--- src/rtl/dp_ctrl_pkg.sv ---
// Shared encodings for the dp sequencer: MIPS opcode/funct values, ALU op codes
// and the sequencer state enum.
package dp_ctrl_pkg;

    localparam logic [5:0] OPC_RTYPE = 6'b000000;
    localparam logic [5:0] OPC_ANDI  = 6'b001100;
    localparam logic [5:0] OPC_ORI   = 6'b001101;
    localparam logic [5:0] OPC_ADDI  = 6'b001000;
    localparam logic [5:0] OPC_SLTI  = 6'b001010;

    localparam logic [5:0] FN_AND = 6'b100100;
    localparam logic [5:0] FN_OR  = 6'b100101;
    localparam logic [5:0] FN_ADD = 6'b100000;
    localparam logic [5:0] FN_SUB = 6'b100010;
    localparam logic [5:0] FN_SLT = 6'b101010;
    localparam logic [5:0] FN_NOR = 6'b100111;

    localparam logic [3:0] ALU_AND = 4'b0000;
    localparam logic [3:0] ALU_OR  = 4'b0001;
    localparam logic [3:0] ALU_ADD = 4'b0010;
    localparam logic [3:0] ALU_SUB = 4'b0110;
    localparam logic [3:0] ALU_SLT = 4'b0111;
    localparam logic [3:0] ALU_NOR = 4'b1100;

    typedef enum logic [2:0] {
        IDLE,
        DECODE,
        EXEC,
        WB,
        DONE
    } state_e;

endpackage

--- src/rtl/dp_instr_decode.sv ---
// Combinational MIPS decoder: maps an instruction word to dp control fields,
// flags instructions that can raise an overflow trap and flags undecodable ones.
module dp_instr_decode
    import dp_ctrl_pkg::*;
(
    input  logic [31:0] instr,
    output logic [4:0]  read1,
    output logic [4:0]  read2,
    output logic [4:0]  write,
    output logic [3:0]  op,
    output logic        sel,
    output logic        may_trap,
    output logic        illegal
);

    logic [5:0] opcode;
    logic [5:0] funct;
    logic       unused_shamt;

    assign opcode       = instr[31:26];
    assign funct        = instr[5:0];
    assign unused_shamt = ^instr[10:6];

    always_comb begin
        read1    = instr[25:21];
        read2    = instr[20:16];
        write    = '0;
        op       = '0;
        sel      = 1'b0;
        may_trap = 1'b0;
        illegal  = 1'b0;
        if (opcode == OPC_RTYPE) begin
            write = instr[15:11];
            case (funct)
                FN_AND: op = ALU_AND;
                FN_OR:  op = ALU_OR;
                FN_ADD: begin op = ALU_ADD; may_trap = 1'b1; end
                FN_SUB: begin op = ALU_SUB; may_trap = 1'b1; end
                FN_SLT: op = ALU_SLT;
                FN_NOR: op = ALU_NOR;
                default: begin write = '0; illegal = 1'b1; end
            endcase
        end else begin
            write = instr[20:16];
            sel   = 1'b1;
            case (opcode)
                OPC_ANDI: op = ALU_AND;
                OPC_ORI:  op = ALU_OR;
                OPC_ADDI: begin op = ALU_ADD; may_trap = 1'b1; end
                OPC_SLTI: op = ALU_SLT;
                default: begin write = '0; sel = 1'b0; illegal = 1'b1; end
            endcase
        end
    end

endmodule

--- src/rtl/dp_sequencer.sv ---
// Multi-cycle control unit: accepts one instruction, drives dp control fields
// through DECODE/EXEC/WB, captures the result and reports completion.
module dp_sequencer
    import dp_ctrl_pkg::*;
#(
    parameter int unsigned EXEC_CYCLES = 1
) (
    input  logic        clk,
    input  logic        rst_n,
    input  logic        instr_valid,
    output logic        instr_ready,
    input  logic [31:0] instr,
    output logic [4:0]  read1,
    output logic [4:0]  read2,
    output logic [4:0]  write,
    output logic [3:0]  op,
    output logic [15:0] inm,
    output logic        sel,
    output logic        reg_we,
    input  logic [31:0] dp_result,
    input  logic        dp_zero,
    input  logic        dp_overflow,
    input  logic        dp_carry,
    output logic        done,
    output logic        illegal,
    output logic        ovf_trap,
    output logic [31:0] result_q,
    output logic [2:0]  flags_q
);

    localparam logic [3:0] CNT_LAST = 4'(EXEC_CYCLES - 1);

    state_e      state_q, state_d;
    logic [31:0] instr_q, instr_d;
    logic [3:0]  cnt_q, cnt_d;
    logic [31:0] result_d;
    logic [2:0]  flags_d;
    logic        illegal_q, illegal_d;
    logic        ovf_trap_q, ovf_trap_d;
    logic        done_q, done_d;

    logic [4:0]  dec_read1, dec_read2, dec_write;
    logic [3:0]  dec_op;
    logic        dec_sel, dec_may_trap, dec_illegal;
    logic        accept, trap, ctrl_en;

    dp_instr_decode u_decode (
        .instr    (instr_q),
        .read1    (dec_read1),
        .read2    (dec_read2),
        .write    (dec_write),
        .op       (dec_op),
        .sel      (dec_sel),
        .may_trap (dec_may_trap),
        .illegal  (dec_illegal)
    );

    assign accept = (state_q == IDLE) && instr_valid;
    assign trap   = (state_q == WB) && dec_may_trap && dp_overflow;

    always_ff @(posedge clk or negedge rst_n) begin
        if (!rst_n) begin
            state_q <= IDLE;
        end else begin
            state_q <= state_d;
        end
    end

    always_comb begin
        state_d = state_q;
        case (state_q)
            IDLE:    if (instr_valid) state_d = DECODE;
            DECODE:  state_d = dec_illegal ? DONE : EXEC;
            EXEC:    if (cnt_q == CNT_LAST) state_d = WB;
            WB:      state_d = DONE;
            DONE:    state_d = IDLE;
            default: state_d = IDLE;
        endcase
    end

    // done is registered out of DONE, so it is seen one edge after DONE is entered
    always_comb begin
        instr_d    = accept ? instr : instr_q;
        cnt_d      = (state_q == EXEC) ? cnt_q + 4'd1 : '0;
        result_d   = (state_q == WB) ? dp_result : result_q;
        flags_d    = (state_q == WB) ? {dp_zero, dp_overflow, dp_carry} : flags_q;
        illegal_d  = illegal_q;
        ovf_trap_d = ovf_trap_q;
        if (accept) begin
            illegal_d  = 1'b0;
            ovf_trap_d = 1'b0;
        end else begin
            if ((state_q == DECODE) && dec_illegal) illegal_d = 1'b1;
            if (trap) ovf_trap_d = 1'b1;
        end
        done_d = (state_q == DONE);
    end

    always_ff @(posedge clk or negedge rst_n) begin
        if (!rst_n) begin
            instr_q    <= '0;
            cnt_q      <= '0;
            result_q   <= '0;
            flags_q    <= '0;
            illegal_q  <= 1'b0;
            ovf_trap_q <= 1'b0;
            done_q     <= 1'b0;
        end else begin
            instr_q    <= instr_d;
            cnt_q      <= cnt_d;
            result_q   <= result_d;
            flags_q    <= flags_d;
            illegal_q  <= illegal_d;
            ovf_trap_q <= ovf_trap_d;
            done_q     <= done_d;
        end
    end

    always_comb begin
        ctrl_en     = (state_q == DECODE) || (state_q == EXEC) || (state_q == WB);
        instr_ready = rst_n && (state_q == IDLE);
        read1       = ctrl_en ? dec_read1 : '0;
        read2       = ctrl_en ? dec_read2 : '0;
        write       = ctrl_en ? dec_write : '0;
        op          = ctrl_en ? dec_op : '0;
        sel         = ctrl_en && dec_sel;
        inm         = ctrl_en ? instr_q[15:0] : '0;
        reg_we      = (state_q == WB) && !trap && (dec_write != '0);
        done        = done_q;
        illegal     = illegal_q;
        ovf_trap    = ovf_trap_q;
    end

endmodule

--- config.mk ---
export PLATFORM = sky130hd
export DESIGN_NAME = dp_sequencer
export DESIGN_NICKNAME = d
export VERILOG_FILES = /design/src/rtl/dp_ctrl_pkg.sv /design/src/rtl/dp_instr_decode.sv /design/src/rtl/dp_sequencer.sv
export SDC_FILE = /design/constraint.sdc
export NUM_CORES = 1
export LEC_CHECK = 0
export CAP_MARGIN = 15
export CORE_ASPECT_RATIO = 2
export CORE_UTILIZATION = 35
export CTS_BUF_LIST = sky130_fd_sc_hd__clkbuf_16
export DETAILED_ROUTE_END_ITERATION = 8
export GPL_TIMING_DRIVEN = 1
export PLACE_DENSITY = 0.75
export SLEW_MARGIN = 10
export SYNTH_ARGS = -nofsm -noshare
export SYNTH_HDL_FRONTEND = slang
export SYNTH_HIERARCHICAL = 1
export SYNTH_SLANG_ARGS = --single-unit
export TNS_END_PERCENT = 30
--- constraint.sdc ---
create_clock -name clk -period 2.3 [get_ports clk]
set_input_delay 0.69 -clock clk [delete_from_list [all_inputs] [get_ports clk]]
set_output_delay 0.69 -clock clk [all_outputs]
set_load 0.01 [all_outputs]
==> results.cfg <==
[floorplan]
die_area_um2 = 10700
core_um2 = 10100
die_w_um = 73.7
ios = 146
start_util = 0.357
rows = 52
die_h_um = 145

[placed_design]
dpl.hpwl_mm = 6.69
pre_cts_slack_ps = -704
place.port_buffers = 145
place_congestion = 0.812

[detailed_routing]
wl_per_cell_um = 15.4
drc = 0
drt_iter0_drc = 126
dr_wl_met3_um = 589
wl_mm = 8.97
vias_per_cell = 4.81
ant_nets = 0
vias = 2793
firstDrtPassIters = 4
top_layer = met4
wirelength_met1_mm = 3.10
wl_met2_mm = 4.92

[layout]
fillers = 880
num-nets-final = 513
antenna_cells = 0
seq_area_um2 = 1930
multi_input_area_um2 = 1540
drive_above_1_share = 0.348
synthToLayoutAreaGrowth_pct = 56.3
utilization = 0.558

[power_and_ir_drop]
power_density_nw_per_um2 = 1310
peakVddDrop_v = 0.000855
p_leak_nw = 2.43

[timing]
finalWorstSetupSlack_ps = -509
timing.setup.tns_ps = -3410
finalSetupViolCount = 10
max_freq_mhz = 356
fin_skew_ps = 6.45
fin_crit_sh = 1.22
worst_pin_slew_ps = 991
hold_ws_ps = 482
final_hold_viol_count = 0
rsz0062_at_grt = true
slew_violations = 0
finalCriticalPeriod_ps = 2810
relSlewSlack = 0.340

[status]
status = finished, violations left
violations = setup timing

[setup_path]
critPathKind = flip-flop to output pin
path_max_fanout = 6
cp_num_buf_inv = 1
critPathCaptureType = output pin
cp_top_family = simple AND/OR/NAND/NOR gates
path_cells = or4_4 > nor2b_4 > a32o_2 > nor4_2 > a221oi_2 > buf_2
cpPeakStageDelay_ps = 550
cp_slowest_cell = or4_4
arrival_ps = 2120
cp_data_required_time_ps = 1610
startpoint_type = flip-flop

[global_route]
grt_max_degree = 78
grt.overflow.total = 0
gr-usage-all-layers = 0.179
grt_pass1_vias = 3016
antenna_found_initial = 0
grt_pass1_wl_mm = 14.4

[synth]
synth.distinct_cells = 41
synth_edf_count = 0
ys_seq_area_frac = 0.535
synth_area_um2 = 3600
syn_area_per_cell_um2 = 13.0
synthCells = 278
ys.flop_type = dfrtp_1
ys_async_sr_fraction = 1.00
ys_ff_latch = 77
synth_warnings = 6
syn_nets = 350

[clock_network]
hold_buffers = 0
clkSinkCount = 77
cts_root_buffer = clkbuf_16
clk_pin_slew_ps = 60
ctsLongestPathBuffers = 2
cts_tree = yes
htree_levels = 3
cts_buffers = 9
clk_latency_ps = 330

[run]
drv_cap = 0

[hold_path]
hp-class = flip-flop to flip-flop
## area by class of cell
class / count / area share
clock buffers: 9 / 0.0400
inverters: 7 / 0.00467
clock inverters: 7 / 0.0187
multi-input cells: 169 / 0.274
well taps: 135 / 0.0300
flip-flops and latches: 77 / 0.342
repair buffers: 177 / 0.290
## sequential cells by signal, indices dropped and copies added (netlist names)
name      cells
illegal       1
flags_q       3
result_q     32
state_q       3
done          1
instr_q      32
cnt_q         4
ovf_trap      1
## where the power goes
| part | total, mW | leakage (nW) | switching [mW] | internal, mW |
|---|---|---|---|---|
| combinational | 3.41 | 1.36 | 1.37 | 2.04 |
| sequential | 2.39 | 0.914 | 0.385 | 2.01 |
| clock | 1.57 | 0.163 | 0.522 | 1.04 |
| total | 7.37 | 2.43 | 2.28 | 5.09 |
## worst register-to-register path, cell delays in order, from the launching register on
cell	delay (ps)
dfrtp_1	370
or4_4	550
nor2b_4	200
buf_4	150
a21oi_1	130
or3b_2	460
a21oi_1	140
## layer usage
layer | up-vias | global-route usage
li1 | 1296 | -
met1 | 1366 | 0.175
met2 | 105 | 0.317
met3 | 26 | 0.0519
met4 | 0 | 0.109
met5 | - | 0
## final timing paths
check | from | to | slack, ps | cells past startpoint
max | instr_q[28] | reg_we | -510 | 6
min | cnt_q[0] | cnt_q[0] | 480 | 1
max reg2reg | instr_q[28] | state_q[1] | 220 | 6
min reg2reg | cnt_q[0] | cnt_q[0] | 480 | 1
max in group asynchronous | rst_n | state_q[1] | 990 | 2
min in group asynchronous | rst_n | instr_q[1] | 580 | 2
## synthesized netlist by cell type, types with 2 or more instances
library cell / number / area share
clkbuf_1: 6 / 0.0063
and3_1: 3 / 0.0052
inv_1: 7 / 0.0073
o211ai_1: 2 / 0.0042
mux2_1: 2 / 0.0063
nand2_1: 5 / 0.0052
and2_1: 36 / 0.063
nor4b_1: 3 / 0.0073
buf_4: 10 / 0.021
nor3b_1: 4 / 0.0083
buf_6: 4 / 0.013
dfrtp_1: 77 / 0.53
ha_1: 2 / 0.0069
or3b_2: 2 / 0.0049
mux2_2: 67 / 0.21
nand2b_1: 3 / 0.0052
buf_2: 5 / 0.0069
a32o_1: 6 / 0.017
a21oi_1: 3 / 0.0042
o22ai_1: 2 / 0.0035
nand3b_1: 2 / 0.0042
nor2_1: 7 / 0.0073
nor4bb_1: 2 / 0.0056
## per-stage QoR
stage | power (mW) | area [um2] | instances
global route | 7.80 | 5630 | 581
global placement | 5.81 | 5300 | 562
detailed placement | 5.91 | 5300 | 562
finish | 7.37 | 5630 | 581
CTS | 7.46 | 5630 | 579
floorplan | 4.12 | 3610 | 278
## cell usage in the layout, fill, tap and decap left out, types with 2 or more instances in the layout
cell type        netlist  layout
clkinv_1               0       3
ha_1                   2       2
a21oi_1                3       2
nor4b_2                0       2
buf_6                  4       4
bufinv_16              0       3
dfrtp_1               77      76
nor2_1                 7       5
nand2b_1               3       3
mux2_2                67      67
mux2_1                 2       2
buf_2                  5       7
nand2_1                5       5
and3_1                 3       2
o211ai_1               2       2
and2_4                 0       2
clkbuf_2               0      11
clkdlybuf4s15_1        0      15
nor2_2                 0       2
clkdlybuf4s15_2        0       2
buf_12                 0       2
a32o_2                 0       4
or3b_2                 2       2
nor4bb_1               2       2
clkdlybuf4s50_1        0     106
clkbuf_16              0       9
and2_1                36      34
buf_4                 10      29
nor3b_1                4       4
o22ai_1                2       2
nand3b_1               2       2
inv_1                  7       8
a32o_1                 6       2
## cells by family after synthesis
kind of cell	count (synthesis)	synth area share
flip-flops	77	0.535
AND/OR/NAND/NOR	76	0.140
multiplexers	70	0.218
buffers and inverters	32	0.0538
AO/OA/AOI/OAI	20	0.0438
adder cells (fa/ha/maj)	2	0.00695
XOR/XNOR	1	0.00243
## timing repair
action                                  in CTS  in global routing
pin swaps                                    7                  4
resized for setup                          102                 26
endpoints found under the setup margin      38                 34
gates cloned                                 0                  0
setup buffers                                1                  3
No activity file was read; power rests on OpenSTA's default activity.
